File: config.mk
export PLATFORM = sky130hd
export DESIGN_NAME = two_level_cache_ctrl_flat
export DESIGN_NICKNAME = d
export VERILOG_FILES = /design/src/rtl/two_level_cache_ctrl_if.sv /design/src/rtl/two_level_cache_ctrl.sv /design/src/flat_wrapper.sv
export SDC_FILE = /design/constraint.sdc
export NUM_CORES = 1
export LEC_CHECK = 0
export BUFFER_PORTS_ARGS = -buffer_cell sky130_fd_sc_hd__buf_2
export CAP_MARGIN = 20
export CORE_UTILIZATION = 45
export CTS_CLUSTER_DIAMETER = 120
export CTS_CLUSTER_SIZE = 30
export DETAILED_ROUTE_END_ITERATION = 10
export PLACE_DENSITY = 0.82
export SYNTH_ARGS = -nofsm -noshare
export SYNTH_HDL_FRONTEND = slang
export SYNTH_SLANG_ARGS = --single-unit
File: constraint.sdc
create_clock -name clk -period 7.35 [get_ports clk]
set_input_delay 1.8375 -clock clk [delete_from_list [all_inputs] [get_ports clk]]
set_output_delay 1.8375 -clock clk [all_outputs]
set_load 0.02 [all_outputs]
File: src/rtl/two_level_cache_ctrl_if.sv
// Bus bundle between the two-level cache controller and its environment:
// CPU request port, L1/L2 probe and read ports, main-memory burst port and
// the shared fill write port.
interface two_level_cache_ctrl_if #(
  parameter int BEAT_W = 4
);
  logic              cpu_req;
  logic [31:0]       cpu_addr;
  logic              cpu_ready;
  logic              cpu_done;
  logic [1:0]        cpu_level;

  logic              l1_lookup;
  logic              l1_hit;
  logic              l2_lookup;
  logic              l2_hit;
  logic [BEAT_W-1:0] l2_rd_word;
  logic [31:0]       l2_rd_data;

  logic              mem_req;
  logic [31:0]       mem_addr;
  logic              mem_valid;
  logic [31:0]       mem_data;

  logic              fill_we;
  logic              fill_l1;
  logic              fill_l2;
  logic [BEAT_W-1:0] fill_word;
  logic [31:0]       fill_data;

  // controller side
  modport master (
    input  cpu_req, cpu_addr,
    output cpu_ready, cpu_done, cpu_level,
    output l1_lookup, l2_lookup, l2_rd_word,
    input  l1_hit, l2_hit, l2_rd_data,
    output mem_req, mem_addr,
    input  mem_valid, mem_data,
    output fill_we, fill_l1, fill_l2, fill_word, fill_data
  );

  // CPU, cache arrays and memory side
  modport slave (
    output cpu_req, cpu_addr,
    input  cpu_ready, cpu_done, cpu_level,
    input  l1_lookup, l2_lookup, l2_rd_word,
    output l1_hit, l2_hit, l2_rd_data,
    input  mem_req, mem_addr,
    output mem_valid, mem_data,
    input  fill_we, fill_l1, fill_l2, fill_word, fill_data
  );
endinterface

File: src/rtl/two_level_cache_ctrl.sv
// Sequencing controller for a two-level direct-mapped cache.
// One CPU read at a time: probe L1, then L2, then refill the block into L1
// from L2 (L2 hit) or into both levels from main memory (L2 miss).
// Keeps saturating hit/miss statistics per level.
//
// state    | meaning
// ---------+-----------------------------------------------------------
// IDLE     | ready for a request, latch address on cpu_req
// L1_LOOK  | strobe l1_lookup
// L1_CHK   | sample l1_hit: hit -> DONE, miss -> L2_LOOK
// L2_LOOK  | strobe l2_lookup
// L2_CHK   | sample l2_hit: hit -> L2_COPY, miss -> MEM_FILL
// L2_COPY  | copy one word per cycle from L2 into L1
// MEM_FILL | hold mem_req, write each valid beat into L1 and L2
// DONE     | one-cycle cpu_done with the source level
module two_level_cache_ctrl #(
  parameter int BLOCK_WORDS = 16,
  parameter int CNT_W       = 16
) (
  input  logic                  clk,
  input  logic                  rst,
  two_level_cache_ctrl_if.master bus,
  output logic [CNT_W-1:0]      l1_hit_cnt,
  output logic [CNT_W-1:0]      l2_hit_cnt,
  output logic [CNT_W-1:0]      miss_cnt
);
  localparam int BEAT_W = $clog2(BLOCK_WORDS);
  // byte offset within a block of 32-bit words
  localparam int OFF_W = BEAT_W + 2;
  localparam logic [BEAT_W-1:0] LAST_BEAT = BEAT_W'(BLOCK_WORDS - 1);

  typedef enum logic [2:0] {
    IDLE, L1_LOOK, L1_CHK, L2_LOOK, L2_CHK, L2_COPY, MEM_FILL, DONE
  } state_t;

  state_t              state, state_nx;
  logic [31-OFF_W:0]   blk_q;
  logic [BEAT_W-1:0]   beat;
  logic [1:0]          level, level_nx;
  logic                latch, beat_clr, beat_inc;
  logic                inc_l1, inc_l2, inc_miss;

  // the memory address only carries the block number, offset bits are zero
  assign bus.mem_addr = {blk_q, {OFF_W{1'b0}}};

  // state register
  always_ff @(posedge clk or posedge rst) begin
    if (rst) state <= IDLE;
    else     state <= state_nx;
  end

  // next-state and decoded outputs
  always_comb begin
    state_nx       = state;
    level_nx       = level;
    latch          = 1'b0;
    beat_clr       = 1'b0;
    beat_inc       = 1'b0;
    inc_l1         = 1'b0;
    inc_l2         = 1'b0;
    inc_miss       = 1'b0;
    bus.cpu_ready  = 1'b0;
    bus.cpu_done   = 1'b0;
    bus.cpu_level  = 2'd0;
    bus.l1_lookup  = 1'b0;
    bus.l2_lookup  = 1'b0;
    bus.l2_rd_word = '0;
    bus.mem_req    = 1'b0;
    bus.fill_we    = 1'b0;
    bus.fill_l1    = 1'b0;
    bus.fill_l2    = 1'b0;
    bus.fill_word  = '0;
    bus.fill_data  = 32'd0;
    case (state)
      IDLE: begin
        bus.cpu_ready = 1'b1;
        if (bus.cpu_req) begin
          latch    = 1'b1;
          state_nx = L1_LOOK;
        end
      end
      L1_LOOK: begin
        bus.l1_lookup = 1'b1;
        state_nx      = L1_CHK;
      end
      L1_CHK: begin
        if (bus.l1_hit) begin
          inc_l1   = 1'b1;
          level_nx = 2'd0;
          state_nx = DONE;
        end else begin
          state_nx = L2_LOOK;
        end
      end
      L2_LOOK: begin
        bus.l2_lookup = 1'b1;
        state_nx      = L2_CHK;
      end
      L2_CHK: begin
        beat_clr = 1'b1;
        if (bus.l2_hit) begin
          inc_l2   = 1'b1;
          level_nx = 2'd1;
          state_nx = L2_COPY;
        end else begin
          inc_miss = 1'b1;
          level_nx = 2'd2;
          state_nx = MEM_FILL;
        end
      end
      L2_COPY: begin
        bus.l2_rd_word = beat;
        bus.fill_we    = 1'b1;
        bus.fill_l1    = 1'b1;
        bus.fill_word  = beat;
        bus.fill_data  = bus.l2_rd_data;
        beat_inc       = 1'b1;
        if (beat == LAST_BEAT) state_nx = DONE;
      end
      MEM_FILL: begin
        bus.mem_req = 1'b1;
        if (bus.mem_valid) begin
          bus.fill_we   = 1'b1;
          bus.fill_l1   = 1'b1;
          bus.fill_l2   = 1'b1;
          bus.fill_word = beat;
          bus.fill_data = bus.mem_data;
          beat_inc      = 1'b1;
          if (beat == LAST_BEAT) state_nx = DONE;
        end
      end
      DONE: begin
        bus.cpu_done  = 1'b1;
        bus.cpu_level = level;
        state_nx      = IDLE;
      end
      default: state_nx = IDLE;
    endcase
  end

  // request address, beat counter and completion level
  always_ff @(posedge clk or posedge rst) begin
    if (rst) begin
      blk_q <= '0;
      beat  <= '0;
      level <= 2'd0;
    end else begin
      if (latch)         blk_q <= bus.cpu_addr[31:OFF_W];
      if (beat_clr)      beat  <= '0;
      else if (beat_inc) beat  <= beat + BEAT_W'(1);
      level <= level_nx;
    end
  end

  // saturating statistics counters
  always_ff @(posedge clk or posedge rst) begin
    if (rst) begin
      l1_hit_cnt <= '0;
      l2_hit_cnt <= '0;
      miss_cnt   <= '0;
    end else begin
      if (inc_l1 && (l1_hit_cnt != {CNT_W{1'b1}}))   l1_hit_cnt <= l1_hit_cnt + CNT_W'(1);
      if (inc_l2 && (l2_hit_cnt != {CNT_W{1'b1}}))   l2_hit_cnt <= l2_hit_cnt + CNT_W'(1);
      if (inc_miss && (miss_cnt != {CNT_W{1'b1}}))   miss_cnt   <= miss_cnt + CNT_W'(1);
    end
  end
endmodule
File: src/flat_wrapper.sv
// flat-port wrapper written by rule: the top's interface ports become plain ports
module two_level_cache_ctrl_flat 
#(
  parameter int BLOCK_WORDS = 16,
  parameter int CNT_W       = 16
)
  (clk, rst, l1_hit_cnt, l2_hit_cnt, miss_cnt, bus_cpu_req, bus_cpu_addr, bus_cpu_ready, bus_cpu_done, bus_cpu_level, bus_l1_lookup, bus_l2_lookup, bus_l2_rd_word, bus_l1_hit, bus_l2_hit, bus_l2_rd_data, bus_mem_req, bus_mem_addr, bus_mem_valid, bus_mem_data, bus_fill_we, bus_fill_l1, bus_fill_l2, bus_fill_word, bus_fill_data);
  two_level_cache_ctrl_if bus_i ();
  input  logic clk;
  input  logic rst;
  output logic [CNT_W-1:0] l1_hit_cnt;
  output logic [CNT_W-1:0] l2_hit_cnt;
  output logic [CNT_W-1:0] miss_cnt;
  input wire logic [$bits(bus_i.cpu_req)-1:0] bus_cpu_req;
  input wire logic [$bits(bus_i.cpu_addr)-1:0] bus_cpu_addr;
  output wire logic [$bits(bus_i.cpu_ready)-1:0] bus_cpu_ready;
  output wire logic [$bits(bus_i.cpu_done)-1:0] bus_cpu_done;
  output wire logic [$bits(bus_i.cpu_level)-1:0] bus_cpu_level;
  output wire logic [$bits(bus_i.l1_lookup)-1:0] bus_l1_lookup;
  output wire logic [$bits(bus_i.l2_lookup)-1:0] bus_l2_lookup;
  output wire logic [$bits(bus_i.l2_rd_word)-1:0] bus_l2_rd_word;
  input wire logic [$bits(bus_i.l1_hit)-1:0] bus_l1_hit;
  input wire logic [$bits(bus_i.l2_hit)-1:0] bus_l2_hit;
  input wire logic [$bits(bus_i.l2_rd_data)-1:0] bus_l2_rd_data;
  output wire logic [$bits(bus_i.mem_req)-1:0] bus_mem_req;
  output wire logic [$bits(bus_i.mem_addr)-1:0] bus_mem_addr;
  input wire logic [$bits(bus_i.mem_valid)-1:0] bus_mem_valid;
  input wire logic [$bits(bus_i.mem_data)-1:0] bus_mem_data;
  output wire logic [$bits(bus_i.fill_we)-1:0] bus_fill_we;
  output wire logic [$bits(bus_i.fill_l1)-1:0] bus_fill_l1;
  output wire logic [$bits(bus_i.fill_l2)-1:0] bus_fill_l2;
  output wire logic [$bits(bus_i.fill_word)-1:0] bus_fill_word;
  output wire logic [$bits(bus_i.fill_data)-1:0] bus_fill_data;
  assign bus_i.cpu_req = bus_cpu_req;
  assign bus_i.cpu_addr = bus_cpu_addr;
  assign bus_cpu_ready = bus_i.cpu_ready;
  assign bus_cpu_done = bus_i.cpu_done;
  assign bus_cpu_level = bus_i.cpu_level;
  assign bus_l1_lookup = bus_i.l1_lookup;
  assign bus_l2_lookup = bus_i.l2_lookup;
  assign bus_l2_rd_word = bus_i.l2_rd_word;
  assign bus_i.l1_hit = bus_l1_hit;
  assign bus_i.l2_hit = bus_l2_hit;
  assign bus_i.l2_rd_data = bus_l2_rd_data;
  assign bus_mem_req = bus_i.mem_req;
  assign bus_mem_addr = bus_i.mem_addr;
  assign bus_i.mem_valid = bus_mem_valid;
  assign bus_i.mem_data = bus_mem_data;
  assign bus_fill_we = bus_i.fill_we;
  assign bus_fill_l1 = bus_i.fill_l1;
  assign bus_fill_l2 = bus_i.fill_l2;
  assign bus_fill_word = bus_i.fill_word;
  assign bus_fill_data = bus_i.fill_data;
  two_level_cache_ctrl #(.BLOCK_WORDS(BLOCK_WORDS), .CNT_W(CNT_W)) u_core (.clk(clk), .rst(rst), .bus(bus_i), .l1_hit_cnt(l1_hit_cnt), .l2_hit_cnt(l2_hit_cnt), .miss_cnt(miss_cnt));
endmodule
==> flow_summary.toml <==
[grt]
number_of_global_route_vias_before_repair = 3611
globalRouteTotalUtil_pct = 22.38
largest_net_degree_at_the_start_of_global_routing = 84
first_pass_grt_wire_length_mm = 17.86
initial_antenna_violation_count = 0
grt-ovfl-total = 0

[final_layout]
finalNonFillerCells = 741
synthToLayoutAreaGrowth_pct = 32.02
area_of_the_multi_input_gates_um2 = 2162
stdcell_area_um2 = 5783
final-seq-area_um2 = 2077
layout.nets = 713
final.fill_count = 792
final_layout_size_suffix_gt1_share_pct = 46.41
n_antenna_cell = 0

[min_path]
worstHoldEndpoint = "u_core.level[0]"
worstHoldPathType = "reg -> reg"
min_path_cells = 2
holdCritStartpoint = "u_core.level[0]"

[sta]
setup_viol = 0
layout_setup_ws_ps = 2371
final.period_utilization_pct = 67.74
rsz0062_at_grt = "false"
finClkSkew_ps = 14.45
fin_crit_ps = 4979
slew-limit-headroom_pct = 28.30
worst-slew-pin-transition_ps = 1075
finalHoldViolCount = 0
timing.final.max_slew_violations = 0
fin_tns_setup_ps = 0
max_freq_mhz = 200.8

[worst_setup_path]
timing.critical_path.required_ps = 5510
regToRegSetupSlack_ps = 4940
crit_arrival_ps = 3140
critPathMaxFanout = 36
r2r_start = "u_core.state[0]"
startpoint_type_of_the_worst_setup_path = "input port"
reg2reg_to = "u_core.blk_q[9]"
worstRegToRegCells = 3
critical_path.endpoint_type = "primary output"
path_class = "in -> out"

[detailed_routing]
via_count = 3934
detail_route.first_pass.iterations = 4
post_drt_wl_per_cell_um = 15.55
wirelength_mm = 11.53
vias_per_cell = 5.309
first_iter_violations = 142
post-route-drc-count = 0
drtAntennaViolNets = 0

[run]
timing.max_cap.violations = 0

[die]
num_io_pins = 232
total_die_area_um2 = 10130
initial_utilization_pct = 46.96
placeableCoreArea_um2 = 9328
floorplan.die.width_um = 100.7
fp-row-count = 35
fp.dieH_um = 100.7

[synthesis]
post-synth-top-area-fraction_pct = 47.42
yosysUniqueCellTypes = 54
ys.flop_type = "dfrtp_1"
sequential_fraction_of_the_synthesis_area_pct = 47.42
yosys.area_share.adder_pct = 1.143
synth_xor_area_share_pct = 8.598
simple_gate_area_share_of_the_yosys_netlist_pct = 21.59
synth.mux.area_fraction_pct = 7.769
dominant_combinational_cell_family_by_area_after_synthesis = "simple AND/OR/NAND/NOR gates"
synthesis.area_per_instance_um2 = 11.15
async_flop_share_pct = 100.0
yosys_register_bits = 83
postSynthCellCount = 393
synth-compound-area-share_pct = 9.740
synth_enable_flop_cells = 0
warning_count_from_the_yosys_run = 0
yosys-top-cells-area = "dfrtp_1 47%, xor2_1 7.2%, mux2_2 6.9%"
netlist.top_cell.by_area = "dfrtp_1"
synth.cell_area_um2 = 4380

[status]
status = "complete, no violations"

[clock_tree]
cts.hold.buffers_added = 0
clkLatencyLatePin_ps = 340
ctsHtreeMaxLevel = 3
worst_setup_hold_path_clk_slew_ps = 90
resized_cells_post_cts = 0
tritoncts.num_buffers = 9
cts.path.max_buffers = 2
tritoncts = "yes"
cts_setup_buffers = 0
clock-root-buffer = "clkbuf_8"
cts.sink_count = 83

[place]
placedCellCount = 723
placedInstanceArea_um2 = 5539
place.detailed.hpwl_mm = 8.710
gp_congestion = 0.7774
port_buffer_cells = 219
preCtsSetupSlack_ps = 2367

[power_and_ir_drop]
power_per_cell_area_nw_per_um2 = 326.2
worst_ir_drop_on_vdd_mv = 0.1621
post-layout-total-power_mw = 1.886
power_leakage_nw = 3.138
-- synthesized netlist by cell type (all sizes together) (2+ instances only) --
cell type   n
nand2b      2
nor3b       4
mux2       29
xnor2       7
inv         7
nand4      12
o21a        2
buf        15
nor2b       2
a22o       32
dfrtp      83
nor3       18
xor2       36
and4        2
nor4       17
nor4b       5
o2111ai     2
clkbuf     10
a21oi       7
and3        9
nor2       14
nand2      24
nand3      16
ha          4
o21ai       4
and2       13
a211oi      3
-- flip-flops by register name, summed over array words and instances, names as in the netlist --
signal	cells
u_core.blk_q	26
u_core.l1_hit_cnt	16
u_core.l2_hit_cnt	16
u_core.miss_cnt	16
u_core.beat	4
u_core.state	3
u_core.level	2
-- critical path, cell delays in order --
cell and delay, ps:
buf_2 90, and4b_1 180, buf_4 340, or2_1 320
and2_1 190, buf_2 170
-- cell families (layout without fill, tap and decap cells) --
group,count (synthesis),count (layout)
xor gates and xnor gates,43,43
AOI/OAI and AO/OA,54,54
muxes,30,30
buffers and inverters,32,246
DFF,83,83
adders and majority gates,4,4
and+or+nand+nor,146,146
other,1,6
-- power by group --
group,internal [mW],switching [mW]
combinational,0.348,0.514
sequential,0.578,0.115
clock,0.161,0.170
total,1.09,0.799
-- per-stage QoR --
step | utilization (%) | hold WS [ps]
floorplan | - | 437.6
global placement | 59.38 | 457.9
detailed placement | 59.38 | 456.1
CTS | 61.54 | 479.6
global route | 62.00 | 506.6
finish | 62.00 | 475.1
-- final cells by class --
class / instances / share of cell area [%]
Clock buffer: 10 / 2.207
Clock inverter: 6 / 1.277
Inverter: 7 / 0.4760
Multi-Input combinational cell: 283 / 37.39
Sequential cell: 83 / 35.92
Tap cell: 129 / 2.791
Timing Repair Buffer: 223 / 19.95
-- cell usage in the layout, fill, tap and decap left out, types with 11 or more instances in the layout --
| cell | instances |
|---|---|
| a22o_1 | 32 |
| and2_1 | 13 |
| buf_2 | 219 |
| dfrtp_1 | 83 |
| mux2_2 | 27 |
| nand2_1 | 24 |
| nand3_1 | 14 |
| nor2_1 | 12 |
| nor3_1 | 18 |
| nor4_1 | 11 |
| xor2_1 | 36 |
-- layer usage --
metal | part of all wire (%) | vias up | wire length, um | track usage, %
met3 | 6.7 | 10 | 772 | 4.924
li1 | - | 1856 | - | -
met4 | 0.75 | 0 | 87 | 6.466
met5 | 0 | - | 0 | 0
met1 | 43 | 1922 | 5012 | 29.64
met2 | 49 | 146 | 5654 | 36.99
-- worst max-delay path by stage --
stage | depth (start not counted) | to | from | slack (ps)
2_1_floorplan | 5 | bus_fill_word[0] | bus_mem_valid | 2490
3_3_place_gp | 6 | bus_fill_word[0] | bus_mem_valid | 2410
3_5_place_dp | 6 | bus_fill_word[0] | bus_mem_valid | 2370
4_1_cts | 6 | bus_fill_word[0] | bus_mem_valid | 2360
5_1_grt | 6 | bus_fill_word[0] | bus_mem_valid | 2290
6_report | 6 | bus_fill_word[0] | bus_mem_valid | 2370
Power figures use the tool's default switching activity.
